===== src/rtl/axi_rt_isolate_ctrl.sv =====
// axi_rt_isolate_ctrl: isolation sequencer for one AXI address channel (AW or AR).
// When the budget runs out or software asks for isolation, new address
// handshakes are gated, outstanding transactions drain, and the port is then
// reported isolated. The port is released on the next period reload. The
// block also counts outstanding transactions and throttles at NumPending.
module axi_rt_isolate_ctrl #(
  parameter int unsigned NumPending = 16,
  parameter int unsigned CntWidth   = $clog2(NumPending + 1)
) (
  input  logic                clk_i,
  input  logic                rst_ni,
  input  logic                enable_i,
  input  logic                budget_spent_i,
  input  logic                period_over_i,
  input  logic                isolate_req_i,
  input  logic                ax_valid_i,
  input  logic                ax_ready_i,
  input  logic                resp_done_i,
  output logic                gate_o,
  output logic                isolated_o,
  output logic [CntWidth-1:0] pending_o,
  output logic                underflow_o
);

  typedef enum logic [1:0] {
    StRun      = 2'd0,
    StDrain    = 2'd1,
    StIsolated = 2'd2
  } state_e;

  state_e              state_q, state_d;
  logic [CntWidth-1:0] pending_q, pending_d;
  logic                underflow_q, underflow_d;

  logic ax_fire;
  logic stalled;
  logic release_req;
  logic at_capacity;

  // Outputs come from registers only, so no input reaches gate_o combinationally.
  assign at_capacity = (pending_q == CntWidth'(NumPending));
  assign gate_o      = (state_q != StRun) | at_capacity;
  assign isolated_o  = (state_q == StIsolated);
  assign pending_o   = pending_q;
  assign underflow_o = underflow_q;

  assign ax_fire     = ax_valid_i & ax_ready_i & ~gate_o;
  // A valid already offered downstream must not be withdrawn by gating.
  assign stalled     = ax_valid_i & ~ax_ready_i & ~gate_o;
  assign release_req = period_over_i & ~isolate_req_i;

  // Outstanding-transaction counter and sticky underflow flag.
  always_comb begin
    pending_d   = pending_q;
    underflow_d = underflow_q;
    if (ax_fire && !resp_done_i) begin
      pending_d = pending_q + CntWidth'(1);
    end else if (resp_done_i && !ax_fire) begin
      if (pending_q == '0) begin
        pending_d   = '0;
        underflow_d = 1'b1;
      end else begin
        pending_d = pending_q - CntWidth'(1);
      end
    end else begin
      pending_d = pending_q;
    end
  end

  // Isolation sequencing: RUN -> DRAIN -> ISOLATED -> RUN on period reload.
  always_comb begin
    state_d = state_q;
    case (state_q)
      StRun: begin
        if (enable_i && (budget_spent_i || isolate_req_i) && !stalled) begin
          state_d = StDrain;
        end else begin
          state_d = StRun;
        end
      end
      StDrain: begin
        if (!enable_i) begin
          state_d = StRun;
        end else if (release_req) begin
          state_d = StRun;
        end else if (pending_q == '0) begin
          state_d = StIsolated;
        end else begin
          state_d = StDrain;
        end
      end
      StIsolated: begin
        if (!enable_i) begin
          state_d = StRun;
        end else if (release_req) begin
          state_d = StRun;
        end else begin
          state_d = StIsolated;
        end
      end
      default: begin
        state_d = StRun;
      end
    endcase
  end

  // State, counter and flag registers with asynchronous reset.
  always_ff @(posedge clk_i or negedge rst_ni) begin
    if (!rst_ni) begin
      state_q     <= StRun;
      pending_q   <= '0;
      underflow_q <= 1'b0;
    end else begin
      state_q     <= state_d;
      pending_q   <= pending_d;
      underflow_q <= underflow_d;
    end
  end

endmodule


===== config.mk =====
export PLATFORM = sky130hd
export DESIGN_NAME = axi_rt_isolate_ctrl
export DESIGN_NICKNAME = d
export VERILOG_FILES = /design/src/rtl/axi_rt_isolate_ctrl.sv
export SDC_FILE = /design/constraint.sdc
export NUM_CORES = 1
export LEC_CHECK = 0
export CAP_MARGIN = 20
export CELL_PAD_IN_SITES_DETAIL_PLACEMENT = 1
export CELL_PAD_IN_SITES_GLOBAL_PLACEMENT = 2
export CORE_ASPECT_RATIO = 0.8
export CORE_MARGIN = 5
export CORE_UTILIZATION = 27
export CTS_BUF_LIST = sky130_fd_sc_hd__clkbuf_4 sky130_fd_sc_hd__clkbuf_8
export DETAILED_ROUTE_END_ITERATION = 10
export PLACE_DENSITY_LB_ADDON = 0.1
export SYNTH_ARGS = -nofsm -noshare
export SYNTH_HDL_FRONTEND = slang
export SYNTH_SLANG_ARGS = --single-unit

===== constraint.sdc =====
create_clock -name clk_i -period 3.17 [get_ports clk_i]
set_input_delay 0.634 -clock clk_i [delete_from_list [all_inputs] [get_ports clk_i]]
set_output_delay 0.634 -clock clk_i [all_outputs]
set_load 0.01 [all_outputs]

==> impl_metrics.ini, run 1 <==
[clock_network]
cts_tree = yes
clk_pin_slew_ns = 0.06
cts_resized = 0
post_cts_buffers = 0
numCtsBuffers = 3
h-tree-depth = 1
cts_sinks = 8
clkLatencyLatePin_ns = 0.25
cts_root_buf = clkbuf_4
clock_path_buffers = 2
cts-hold-fix-buffers = 0

[synthesis]
synth_most_common_cell = inv_1
yosysUniqueCellTypes = 29
ys_top_cells_by_count = inv_1 (9), dfrtp_1 (8), a21oi_1 (7)
synth_area_leaders = dfrtp_1 (35%), ha_1 (8.8%), a21oi_1 (6.2%)
syn_area_per_cell_um2 = 8.70
syn_nets = 78
synth_seq_cells = 8
synth_edf_count = 0
synth_ff_type = dfrtp_1
syn-cell-area_um2 = 566
async_flop_share_pct = 100
synth.yosys.seq_area_share_pct = 35.4
yosysTopAreaCellShare_pct = 35.4
synth_top_cell_by_area = dfrtp_1
ys_warn_count = 0
syn_inst = 65

[power]
clock_power_share_pct = 14.3
p_leak_uw = 0.000327
p_int_uw = 333
netSwitchingPower_uw = 222
seqPwrFrac_pct = 37.8
powerDensity_nw_per_um2 = 732
p_comb_share_pct = 47.9
ir_drop_v = 0.000353
netSwitchingFraction_pct = 39.9

[place]
post-place-ws_ns = 0.624
io_buffers = 16
post-dp-hpwl_mm = 1.11
place_congestion = 0.730

[global_routing]
grt_max_degree = 12
grt_overflow_total = 0
antenna_found_initial = 0
grt_pass1_wl_mm = 2.38
grt_pass1_vias = 537
grt_use_total_pct = 10.1

[floorplanning]
coreArea_um2 = 1940
pin_count = 17
rows = 14
fp.dieArea_um2 = 3120
die_h_um = 50.9
die_x_um = 61.2
initial_utilization_pct = 29.1

[layout]
multiInputGateArea_um2 = 312
area_growth_pct = 34.1
nets = 96
diodes = 0
final-seq-area_um2 = 200
fillers = 242
final_layout_size_suffix_gt1_share_pct = 7.41

[setup_path]
timing.critical_path.mode_cell = inv_1
path_buf_inv = 3
criticalPathCategory = flop to output port
endpoint_kind = output port
critPathLaunchType = flop
cp_top_family = buffers and inverters
cp.required_ns = 2.54
slowest_stage = clkdlybuf4s50_1
worst-path-max-fanout = 6
path_cells = inv_1 > ha_1 > nor3b_1 > nand2_1 > and2_1 > inv_1 > clkdlybuf4s50_1
max_stage_delay_ns = 0.52
arrival_ns = 2.16

[timing]
max_slew_margin_pct = 68.1
setup_viol = 0
whs_ns = 0.459
fmax_mhz = 358
fin_setup_tns_ns = 0
hold_violations = 0
worst_pin_slew_ns = 0.476
period_needed_ns = 2.79
drv_slew = 0
skew_ns = 0.00516
rsz0062_at_grt = no
setup_slack_ns = 0.379
finalCritPeriodShare_pct = 88.0

[route]
wl_per_cell_um = 13.2
vias = 510
drtIter0Drc = 5
drtPass1Iterations = 4
avgViaCountPerCell = 4.86
drcViolationCount = 0
ant_nets = 0
routed_wl_mm = 1.39

[job]
cap_violations = 0

[hold_path]
hp-class = flop to flop

[outcome]
status = finished clean
-- cell type report --
cell class | count | area share, %
Clock buffer | 3 | 2.97
Inverter | 9 | 4.46
Multi-Input combinational cell | 45 | 41.1
Sequential cell | 8 | 26.4
Tap cell | 24 | 3.96
Timing Repair Buffer | 16 | 21.1
-- metal layers --
layer	global-route usage (%)	up-vias	wire (µm)
met4	2.17	0	0
met3	5.29	0	97
met2	14.3	11	610
li1	-	262	-
met1	13.7	237	677
met5	0	-	0
-- kinds of logic (layout without fill, tap and decap cells) --
group	Yosys count	after routing	share of synthesized area, %
adder cells (fa/ha/maj)	4	4	8.85
multiplexers	1	1	1.99
flip-flops	8	8	35.4
AO/OA/AOI/OAI	20	20	21.5
buffers and inverters	12	28	9.51
AND/OR/NAND/NOR	20	20	22.8
-- state kept, by name, summed over array words and instances (netlist names) --
register	cells
pending_o	5
underflow_o	1
state_q	2
-- final timing paths --
check	start	depth (start not counted)	to	slack (ns)
max	pending_o[1]$_DFFE_PN0P_	7	gate_o	0.38
min	underflow_o$_DFFE_PN0P_	1	underflow_o$_DFFE_PN0P_	0.46
max reg2reg	pending_o[1]$_DFFE_PN0P_	10	pending_o[3]$_DFFE_PN0P_	0.63
min reg2reg	underflow_o$_DFFE_PN0P_	1	underflow_o$_DFFE_PN0P_	0.46
max in group asynchronous	rst_ni	1	state_q[0]$_DFF_PN0_	2.21
min in group asynchronous	rst_ni	1	pending_o[0]$_DFFE_PN0P_	0.67
-- placed cells by master (no fill, tap or decap), types with 2 or more instances in the layout --
master / instances
a21oi_1: 7
dfrtp_1: 8
o21ai_0: 3
nand2_1: 2
a31oi_1: 2
clkdlybuf4s50_1: 16
clkbuf_4: 3
nor2b_1: 2
nand3_1: 3
nor2_1: 4
a21o_1: 2
ha_1: 4
inv_1: 9
nor3_1: 2
-- power groups by stage --
stage | Sequential [µW] | Clock (µW) | Combinational (µW)
after global routing | 219 | 90.4 | 296
after CTS | 211 | 84.6 | 270
after global placement | 213 | 0 | 267
final | 210 | 79.4 | 266
after floorplan | 202 | 0 | 163
after detailed placement | 213 | 0 | 268
-- per-stage QoR --
step,area (µm²),power [µW],util [%],instances
detailed placement,736,481,37.8,102
finish,758,555,39.0,105
global route,758,605,39.0,105
global placement,736,479,37.8,102
CTS,758,566,39.0,105
floorplan,566,365,-,65
Note: power is estimated with default switching activity, not from simulation.
==> run 2, diff against run 1 <==
--- a/config.mk
+++ b/config.mk
@@ -5,12 +5,13 @@
 export SDC_FILE = /design/constraint.sdc
 export NUM_CORES = 1
 export LEC_CHECK = 0
+export ABC_AREA = 1
 export CAP_MARGIN = 20
 export CELL_PAD_IN_SITES_DETAIL_PLACEMENT = 1
 export CELL_PAD_IN_SITES_GLOBAL_PLACEMENT = 2
 export CORE_ASPECT_RATIO = 0.8
 export CORE_MARGIN = 5
-export CORE_UTILIZATION = 27
+export CORE_UTILIZATION = 26
 export CTS_BUF_LIST = sky130_fd_sc_hd__clkbuf_4 sky130_fd_sc_hd__clkbuf_8
 export DETAILED_ROUTE_END_ITERATION = 10
 export PLACE_DENSITY_LB_ADDON = 0.1
==> run 2 against run 1 <==
Net effect: count of clock-buffer cells in the layout unchanged; cell count rose by 12%; design area rose by 4.3%; worst hold slack better by 0.016 ns; largest cell class unchanged; highest routed layer is now met4.
==> impl_metrics.ini, run 2 <==
[outcome]
status = finished clean

[floorplanning]
initial_utilization_pct = 27.2
die_x_um = 63.2
fp.dieArea_um2 = 3320
coreArea_um2 = 2160
rows = 15
die_h_um = 52.5
pin_count = 17

[clock_network]
cts_sinks = 8
clkLatencyLatePin_ns = 0.26
h-tree-depth = 1
numCtsBuffers = 3
clk_pin_slew_ns = 0.05
cts_root_buf = clkbuf_4
post_cts_buffers = 0
cts-hold-fix-buffers = 0
cts_tree = yes
clock_path_buffers = 2
cts_resized = 0

[timing]
fmax_mhz = 405
finalCritPeriodShare_pct = 77.9
period_needed_ns = 2.47
fin_setup_tns_ns = 0
worst_pin_slew_ns = 0.412
max_slew_margin_pct = 72.5
drv_slew = 0
hold_violations = 0
skew_ns = 0.00179
setup_viol = 0
rsz0062_at_grt = no

[route]
route.met2.wl_um = 622
top_layer = met4
vias = 528
wl_per_cell_um = 12.7
avgViaCountPerCell = 4.47
drt-met1-wl_um = 778
met3_length_um = 72
ant_nets = 0
drtPass1Iterations = 4
drcViolationCount = 0
routed_wl_mm = 1.49
drtIter0Drc = 7

[setup_path]
slowest_stage = clkdlybuf4s50_1
endpoint_kind = output port
cp_top_family = buffers and inverters
criticalPathCategory = flop to output port
max_stage_delay_ns = 0.53
path_buf_inv = 2
arrival_ns = 1.83
path_cells = inv_1 > ha_1 > nand3_2 > nand2_1 > clkdlybuf4s50_1
cp.required_ns = 2.54
critPathLaunchType = flop
worst-path-max-fanout = 7

[power]
p_int_uw = 353
netSwitchingPower_uw = 280
netSwitchingFraction_pct = 44.2
powerDensity_nw_per_um2 = 801
clock_power_share_pct = 12.7
p_leak_uw = 0.000378
ir_drop_v = 0.000379
power_uw = 633
p_comb_share_pct = 54.3
seqPwrFrac_pct = 33.0

[synthesis]
synth-xor-area-share_pct = 4.47
synth.yosys.seq_area_share_pct = 34.0
syn_area_per_cell_um2 = 7.84
synth_seq_cells = 8
async_flop_share_pct = 100
synth_area_leaders = dfrtp_1 (34%), nand2_1 (8.9%), ha_1 (8.5%)
synth_most_common_cell = nand2_1
synth_top_cell_by_area = dfrtp_1
synth_edf_count = 0
synth_top_family_by_area = simple AND/OR/NAND/NOR gates
ys_warn_count = 0
synth_compound_area_share_pct = 11.7
syn-cell-area_um2 = 588
synth.mux.area_fraction_pct = 0
yosysUniqueCellTypes = 21
syn_nets = 88
synth_ff_type = dfrtp_1
synth-adder-area-share_pct = 8.51
syn_inst = 75
ys_top_cells_by_count = nand2_1 (14), inv_1 (13), dfrtp_1 (8)
yosysTopAreaCellShare_pct = 34.0
yosys.area_share.simple_pct = 31.1

[global_routing]
grt_use_total_pct = 10.4
antenna_found_initial = 0
grt_pass1_vias = 549
grt_max_degree = 10
grt_overflow_total = 0
grt_pass1_wl_mm = 2.63

[layout]
mostFrequentLayoutCells = clkdlybuf4s50_1 (16), nand2_1 (14), inv_1 (13)
final_cells = 118
multiInputGateArea_um2 = 328
diodes = 0
final-seq-area_um2 = 200
fillers = 269
area_growth_pct = 34.5
finish.utilization_pct = 36.6
final_layout_size_suffix_gt1_share_pct = 10.8
layout_commonest_cell = clkdlybuf4s50_1
largest_reg_flops = 5
nets = 108

[hold_path]
hp-class = flop to flop

[place]
io_buffers = 16
post-dp-hpwl_mm = 1.23
place_congestion = 0.706
placed_cells = 115

[job]
cap_violations = 0
run 2: changes by cell type after synthesis, moves of 3 or more:
cell     delta
a21oi_1     -5
inv_1       +4
nand2_1    +12
nand3_1     +3
xor2_1      +3
run 2: cell type report:
cell class | count | share of cell area, %
flip-flops and latches | 8 | 25.3
inverters | 13 | 6.17
well taps | 25 | 3.96
multi-input cells | 53 | 41.5
repair buffers | 16 | 20.3
clock buffers | 3 | 2.85
run 2: cell families (layout without fill, tap and decap cells):
group | Yosys count | after routing
XOR/XNOR | 3 | 3
flip-flops | 8 | 8
AO/OA/AOI/OAI | 11 | 11
buffers and inverters | 14 | 32
AND/OR/NAND/NOR | 35 | 35
adder cells (fa/ha/maj) | 4 | 4
run 2: per-stage QoR:
step / cell area [µm²] / hold slack (ns) / worst slack [ns]
after floorplan: 588 / 0.338 / 1.37
after CTS: 791 / 0.483 / 0.663
after detailed placement: 768 / 0.469 / 0.955
final: 791 / 0.475 / 0.702
after global placement: 768 / 0.461 / 0.989
after global routing: 791 / 0.511 / 0.513
run 2: power groups by stage:
stage               Clock (µW)  Combinational (µW)  Sequential, µW
floorplan                    0                 227             203
global placement             0                 349             211
detailed placement           0                 347             212
CTS                       86.7                 351             210
global route              94.6                 385             224
finish                    80.7                 344             209
run 2: worst paths after layout:
kind	startpoint	endpoint	slack, ns	depth (start not counted)
setup / recovery	pending_o[0]$_DFFE_PN0P_	gate_o	0.70	5
hold / removal	underflow_o$_DFFE_PN0P_	underflow_o$_DFFE_PN0P_	0.47	1
setup reg to reg	pending_o[0]$_DFFE_PN0P_	pending_o[4]$_DFFE_PN0P_	1.17	10
hold reg to reg	underflow_o$_DFFE_PN0P_	underflow_o$_DFFE_PN0P_	0.47	1
max in group asynchronous	rst_ni	underflow_o$_DFFE_PN0P_	2.21	1
min in group asynchronous	rst_ni	pending_o[3]$_DFFE_PN0P_	0.67	1
run 2: routing by layer:
layer  global-route usage, %  vias to the layer above
met1                    14.6                      232
met2                    14.2                        9
met3                    4.72                        5
met5                       0                        -
met4                    3.11                        0
li1                        -                      282
